$ cat src/rtl/par_serial_tx_if.sv
// Handshake and serial-output bundle between the upstream byte source and par_serial_tx.
// The master drives bytes and the enable; the slave returns ready, the serial bit and the alignment status.
interface par_serial_tx_if;
    logic       enb;
    logic [7:0] data_in;
    logic       valid_in;
    logic       ready_out;
    logic       data_out;
    logic       active_out;

    modport master (
        output enb, data_in, valid_in,
        input  ready_out, data_out, active_out
    );

    modport slave (
        input  enb, data_in, valid_in,
        output ready_out, data_out, active_out
    );
endinterface

$ cat src/rtl/par_serial_tx.sv
// Byte-to-serial transmitter: sends SYNC_BYTES COM symbols after reset, then serialises
// accepted bytes MSB first in fixed 8-cycle slots, filling empty slots with IDLE.
module par_serial_tx #(
    parameter int         SYNC_BYTES = 4,
    parameter logic [7:0] COM        = 8'hBC,
    parameter logic [7:0] IDLE       = 8'h7C
) (
    input  logic                 clk_8f,
    input  logic                 rst,
    par_serial_tx_if.slave       bus
);

    typedef enum logic {
        ST_SYNC   = 1'b0,
        ST_ACTIVE = 1'b1
    } state_t;

    state_t     r_state;
    logic [2:0] r_bit_cnt;
    logic [7:0] r_shreg;
    logic [3:0] r_sync_cnt;

    state_t     w_state_nxt;
    logic [2:0] w_bit_cnt_nxt;
    logic [7:0] w_shreg_nxt;
    logic [3:0] w_sync_cnt_nxt;

    // NOTE: every always_comb output gets a default first, so no path can infer a latch.
    always_comb begin
        w_state_nxt    = r_state;
        w_bit_cnt_nxt  = r_bit_cnt;
        w_shreg_nxt    = r_shreg;
        w_sync_cnt_nxt = r_sync_cnt;

        if (bus.enb) begin
            w_bit_cnt_nxt = r_bit_cnt + 3'd1;
            if (r_bit_cnt == 3'd0) begin
                unique case (r_state)
                    ST_SYNC: begin
                        w_shreg_nxt    = COM;
                        w_sync_cnt_nxt = r_sync_cnt + 4'd1;
                        if (w_sync_cnt_nxt == 4'(SYNC_BYTES))
                            w_state_nxt = ST_ACTIVE;
                    end
                    ST_ACTIVE: begin
                        w_shreg_nxt = bus.valid_in ? bus.data_in : IDLE;
                    end
                    default: w_state_nxt = ST_SYNC;
                endcase
            end else begin
                w_shreg_nxt = {r_shreg[6:0], 1'b0};
            end
        end
    end

    // NOTE: state registers use non-blocking assignments so every flop samples pre-edge values.
    always_ff @(posedge clk_8f or negedge rst) begin
        if (!rst) begin
            r_state    <= ST_SYNC;
            r_bit_cnt  <= 3'd0;
            r_shreg    <= 8'd0;
            r_sync_cnt <= 4'd0;
        end else begin
            r_state    <= w_state_nxt;
            r_bit_cnt  <= w_bit_cnt_nxt;
            r_shreg    <= w_shreg_nxt;
            r_sync_cnt <= w_sync_cnt_nxt;
        end
    end

    // The serial bit is the shift-register MSB itself, so it inherits the register's reset and hold.
    assign bus.data_out   = r_shreg[7];
    assign bus.active_out = (r_state == ST_ACTIVE);
    assign bus.ready_out  = (r_state == ST_ACTIVE) && (r_bit_cnt == 3'd0) && bus.enb;

endmodule

$ cat src/flat_wrapper.sv
// flat-port wrapper written by rule: the top's interface ports become plain ports
module par_serial_tx_flat 
#(
    parameter int         SYNC_BYTES = 4,
    parameter logic [7:0] COM        = 8'hBC,
    parameter logic [7:0] IDLE       = 8'h7C
)
  (clk_8f, rst, bus_enb, bus_data_in, bus_valid_in, bus_ready_out, bus_data_out, bus_active_out);
  par_serial_tx_if bus_i ();
  input  logic clk_8f;
  input  logic rst;
  input wire logic [$bits(bus_i.enb)-1:0] bus_enb;
  input wire logic [$bits(bus_i.data_in)-1:0] bus_data_in;
  input wire logic [$bits(bus_i.valid_in)-1:0] bus_valid_in;
  output wire logic [$bits(bus_i.ready_out)-1:0] bus_ready_out;
  output wire logic [$bits(bus_i.data_out)-1:0] bus_data_out;
  output wire logic [$bits(bus_i.active_out)-1:0] bus_active_out;
  assign bus_i.enb = bus_enb;
  assign bus_i.data_in = bus_data_in;
  assign bus_i.valid_in = bus_valid_in;
  assign bus_ready_out = bus_i.ready_out;
  assign bus_data_out = bus_i.data_out;
  assign bus_active_out = bus_i.active_out;
  par_serial_tx #(.SYNC_BYTES(SYNC_BYTES), .COM(COM), .IDLE(IDLE)) u_core (.clk_8f(clk_8f), .rst(rst), .bus(bus_i));
endmodule
$ cat config.mk
export PLATFORM = sky130hd
export DESIGN_NAME = par_serial_tx_flat
export DESIGN_NICKNAME = d
export VERILOG_FILES = /design/src/rtl/par_serial_tx_if.sv /design/src/rtl/par_serial_tx.sv /design/src/flat_wrapper.sv
export SDC_FILE = /design/constraint.sdc
export NUM_CORES = 1
export LEC_CHECK = 0
export CORE_AREA = 2 2 43 45
export CTS_CLUSTER_SIZE = 16
export DETAILED_ROUTE_END_ITERATION = 6
export DIE_AREA = 0 0 45 47
export GPL_TIMING_DRIVEN = 0
export PLACE_DENSITY = 0.83
export SYNTH_ARGS = -nofsm -noshare
export SYNTH_HDL_FRONTEND = slang
export SYNTH_SLANG_ARGS = --single-unit
$ cat constraint.sdc
create_clock -name clk_8f -period 1.5 [get_ports clk_8f]
set_input_delay 0.15 -clock clk_8f [delete_from_list [all_inputs] [get_ports clk_8f]]
set_output_delay 0.15 -clock clk_8f [all_outputs]
set_load 0.1 [all_outputs]
Word-level counts from Yosys, hierarchy flattened

Index checks and enable logic that the tools add are counted.

Bits in registers: 16
Output and inout port bits: 3
Logic and storage cells: 18

Add/subtract/negate cells: 2
Equal/unequal tests: 1
Multiplexer cells: 5
Bitwise logic cells: 1
Reduce and logical (&&, ||, !) cells: 5

Operator list:

| kind                | number |
|---|---|
| $mux 8              | 2 |
| $pmux 8 s2          | 1 |
| $add 4x1->4 const B | 1 |
| $eq 4x3->1 const B  | 1 |
| $add 3x1->3 const B | 1 |
| $logic_not 3->1     | 1 |
| $reduce_and 3->1    | 1 |
| $logic_and 1x1->1   | 2 |
| $mux 1              | 2 |
| $reduce_and 2->1    | 1 |
| $not 1->1           | 1 |

Longest topological paths before layout

Word-level depth: 4
Depth in mapped cells: 6
Depth with buffers taken out: 5

Least setup slack after synthesis

No wires, ideal clock.

Kind: reg-to-output
Start: register u_core.r_state, in the netlist u_core.bus.active_out
End: output port bus_ready_out
Arrival time: 1.880 ns
Data required time: 1.350 ns
Slack: -0.530 ns
Stages on the path, launching flop included: 2
Path through: dfrtp_1 and3_1

Word-level cells in the longest chain between the ends: 2

Ends and longest elaborated chain:

| what                            | line                | RTL |
|---|---|---|
| from (decl)                     | par_serial_tx.sv:18 | `state_t r_state;` |
| from (signal assigned)          | par_serial_tx.sv:64 | `r_state <= w_state_nxt;` |
| $logic_and 1x1->1 (2 in series) | par_serial_tx.sv:74 | `assign bus.ready_out = (r_state == ST_ACTIVE) && (r_bit_cnt == 3'd0) && bus.enb;` |
| to (decl)                       | flat_wrapper.sv:15  | `output wire logic [$bits(bus_i.ready_out)-1:0] bus_ready_out;` |

No other way between the ends.

Worst setup path in the final report

Start: register u_core.r_bit_cnt[0]
End: output port bus_ready_out

Word-level cells in the longest chain between the ends: 3

Ends and longest elaborated chain:

| what                            | line                | RTL |
|---|---|---|
| from (decl)                     | par_serial_tx.sv:19 | `logic [2:0] r_bit_cnt;` |
| from (signal assigned)          | par_serial_tx.sv:65 | `r_bit_cnt <= w_bit_cnt_nxt;` |
| $logic_not 3->1                 | par_serial_tx.sv:74 |  |
| $logic_and 1x1->1 (2 in series) | par_serial_tx.sv:74 |  |

No other way between the ends.

==> impl_results.md <==
- Outcome: complete, but fails checks
- Violated checks: setup timing
- Vias post-DR: 581
- Die extent in x: around 45 um
- Residual antenna-violating net count after detailed routing: 0
- Via count of the first global-routing pass: 562
- Setup crit end kind: output pin
- Mean instance size in the synthesized netlist: 11.2 um^2
- Worst-skew pair later-pin latency: 280 ps
- Area share of the largest cell type after synthesis: 52.4%
- P_sw: 0.000742 W
- Library cells used by synthesis: 23
- Overall die height: 47 um
- Met2 routed WL: 783 um
- Net count of the mapped netlist: a little over 80
- Floorplan die area: 2120 um^2
- CTS H-tree lvls: 1
- Leakage power total: 0.473 nW
- Most frequent standard cell in the layout excluding fill and tap cells: sky130_fd_sc_hd__dfrtp_1
- Final worst clock skew: between 7 and 8 ps
- Dpl cell area: roughly 930 um^2
- Worst path max stage delay: 400 ps
- Total setup violations reported at the end of the flow: 1
- Total area of multi-input combinational cells: 327 um^2
- Data required time at the worst endpoint: roughly 1400 ps
- Max-slew violation count: 0
- Crit-path leading delay family: flip-flops
- Clock slew at reported path FFs: 100 ps
- Sequential area share after synthesis: 52.4%
- Hold Crit Class: input pin to async pin
- Register bit total from synthesis: 16
- Yosys synthesis warning count: 0
- Effective utilization at floorplan: 46.3%
- Top layer used by detailed routing: met4
- Input/output buffers: 14
- Per-cell via count in the routed design: 5.33
- Total routing resource utilization after global routing: 16.0%
- Clk buf depth: 2
- Total routed wirelength: 1.50 mm
- Wire length of the first global-routing pass: 2.41 mm
- Final-stage net count: 108
- Fill count: around 150
- Main area contributors after synthesis: sky130_fd_sc_hd__dfrtp_1 52%, sky130_fd_sc_hd__o221ai_1 5.7%, sky130_fd_sc_hd__ha_1 4.9%
- Number of enable flip-flop cells after synthesis: 0
- Cts bufs inserted: 3
- Final std cell area, no fill: 1050 um^2
- Average routed wire per standard cell: 13.8 um
- DP HPWL: approximately 1.1 mm
- Area grow syn2layout: 36.8%
- Area of the core: 1650 um^2
- Proportion of register bits with asynchronous set or reset after synthesis: 100%
- Routability Congestion: between 0.6 and 0.7
- Maximum number of pins on one net before global-route repair: 17
- Worst-path maximum fanout: 3
- Remaining global-route overflow: 0
- Post-synth top area cell: sky130_fd_sc_hd__dfrtp_1
- CP Class: flip-flop to output pin
- Met3 WL: 76 um
- TritonCTS clock tree: built
- Sequential Power Share: ~39%
- Core Util, Final: 63.3%
- Final critical-path share of the clock period: 104%
- VDD IR-drop max: 0.935 mV
- Antenna violations before repair: 0
- CP Launch Type: flip-flop
- Normalized max-slew margin: around 51%
- Buffers and inverters on the worst path: 2
- Slowest cell on crit path: sky130_fd_sc_hd__dfrtp_1
- Share of post-route cells with drive strength above 1: a little over a quarter
- Hold-fix buffer count after cts: 0
- I/O pin total: 15
- Sw Ratio: about two fifths
- Clock Sink Count: 16
- Maximum operating frequency: ~640 MHz
- CP Cell Sequence: inv_2 -> ha_4 -> nor2b_4 -> and3_4 -> buf_12
- First-pass detailed-route iteration total: 4
- Flip-flop and latch area: 402 um^2
- Final critical delay including setup and external delays: 1550 ps
- Share of power burned in combinational logic: 46.4%
- Number of maximum-capacitance constraint violations: 0
- Final setup slack of the worst path: -54.7 ps
- Post-route total power: ~0.0019 W
- Cell row count: 15
- Clock network power share: 14.6%
- Primary FF master, synth: sky130_fd_sc_hd__dfrtp_1
- Count of endpoints failing hold in the final timing report: 0
- Synthesized area: 764 um^2
- Wire length on met1: 623 um
- Setup repair after global routing missed its margin: true
- Worst Tran Pin Value: ~730 ps
- Commonest cells after routing, fill and taps aside: 15 x sky130_fd_sc_hd__dfrtp_1, 11 x sky130_fd_sc_hd__clkdlybuf4s50_1, 8 x sky130_fd_sc_hd__buf_4, 7 x sky130_fd_sc_hd__inv_1, 7 x sky130_fd_sc_hd__o21ai_0
- Total power density per cell area: 1820 nW/um^2
- Number of instances in the synthesized netlist: 68
- Internal portion of total power: 0.00116 W
- Number of DRC markers in iteration 0: 3
- Data arrival, critical path: approximately 1400 ps
- DR DRC count: 0
- Antenna fix cells: 0
- Buffer type at the clock tree root: sky130_fd_sc_hd__clkbuf_4
[routing by layer]
metal | vias up | GRT usage (%)
li1 | 287 | -
met1 | 281 | 19.9
met2 | 11 | 27.7
met3 | 2 | 2.31
met4 | 0 | 7.06
met5 | - | 0
[area by class of cell]
type                       count  share of cell area (%)
multi-input combinational     40                    31.2
inverter                       9                    3.23
buffer                         2                    2.03
timing repair buffer          21                    19.6
tap                           17                    2.03
sequential                    16                    38.4
clock buffer                   4                    3.47
[stage by stage]
step	hold WS [ps]	setup slack, ps	TNS, ps	cells
2_1_floorplan	-146	5.11	0	68
3_3_place_gp	464	-883	-1180	99
3_5_place_dp	472	-923	-1220	99
4_1_cts	293	-164	-164	107
5_1_grt	344	-113	-113	109
6_report	299	-54.7	-54.7	109
[final timing paths]
check                                      from                    end  slack, ps  depth (start not counted)
max in group asynchronous                   rst  u_core.bus.active_out        690                          1
setup reg to reg            u_core.r_bit_cnt[0]   u_core.r_sync_cnt[1]         90                          5
hold reg to reg            u_core.r_sync_cnt[3]   u_core.r_sync_cnt[3]        490                          1
min in group clk_8f              bus_data_in[0]      u_core.r_shreg[0]        430                          3
setup / recovery            u_core.r_bit_cnt[0]          bus_ready_out        -50                          5
hold / removal                              rst      u_core.r_shreg[1]        300                          1
[power by group through the flow]
stage / sequential [W] / combinational (W) / clock, W
CTS: 0.000741 / 0.000872 / 0.000300
global route: 0.000772 / 0.000967 / 0.000308
global placement: 0.000739 / 0.000704 / 0
floorplan: 0.000899 / 0.000384 / 0
finish: 0.000743 / 0.000882 / 0.000278
detailed placement: 0.000751 / 0.000735 / 0
[repair_timing]
item,CTS,global route
setup buffers,4,3
pin swaps,2,3
endpoints found under the setup margin,3,6
gates resized for setup,20,1
[cells in the mapped netlist (all sizes together) (2+ instances only)]
cell and instances:
ha 3, o21ai 7, o221ai 5, buf 2, xnor2 3, dfrtp 16, and3 3, nand2 5
inv 9, o22ai 2, xor2 2
[sequential cells by signal, indices dropped and copies added, names as in the netlist]
name / flops
u_core.r_shreg: 8
u_core.r_sync_cnt: 4
u_core.r_bit_cnt: 3
u_core.bus.active_out: 1
[kinds of logic (layout without fill, tap and decap cells)]
kind of cell,after synthesis,in the layout,synth area share (%)
AOI/OAI and AO/OA,17,17,15.4
xor gates and xnor gates,5,5,5.73
adders and majority gates,3,3,4.91
buffers and inverters,12,36,8.67
DFF,16,16,52.4
muxes,1,1,1.47
and+or+nand+nor,14,14,11.5
Power figures use the tool's default switching activity.
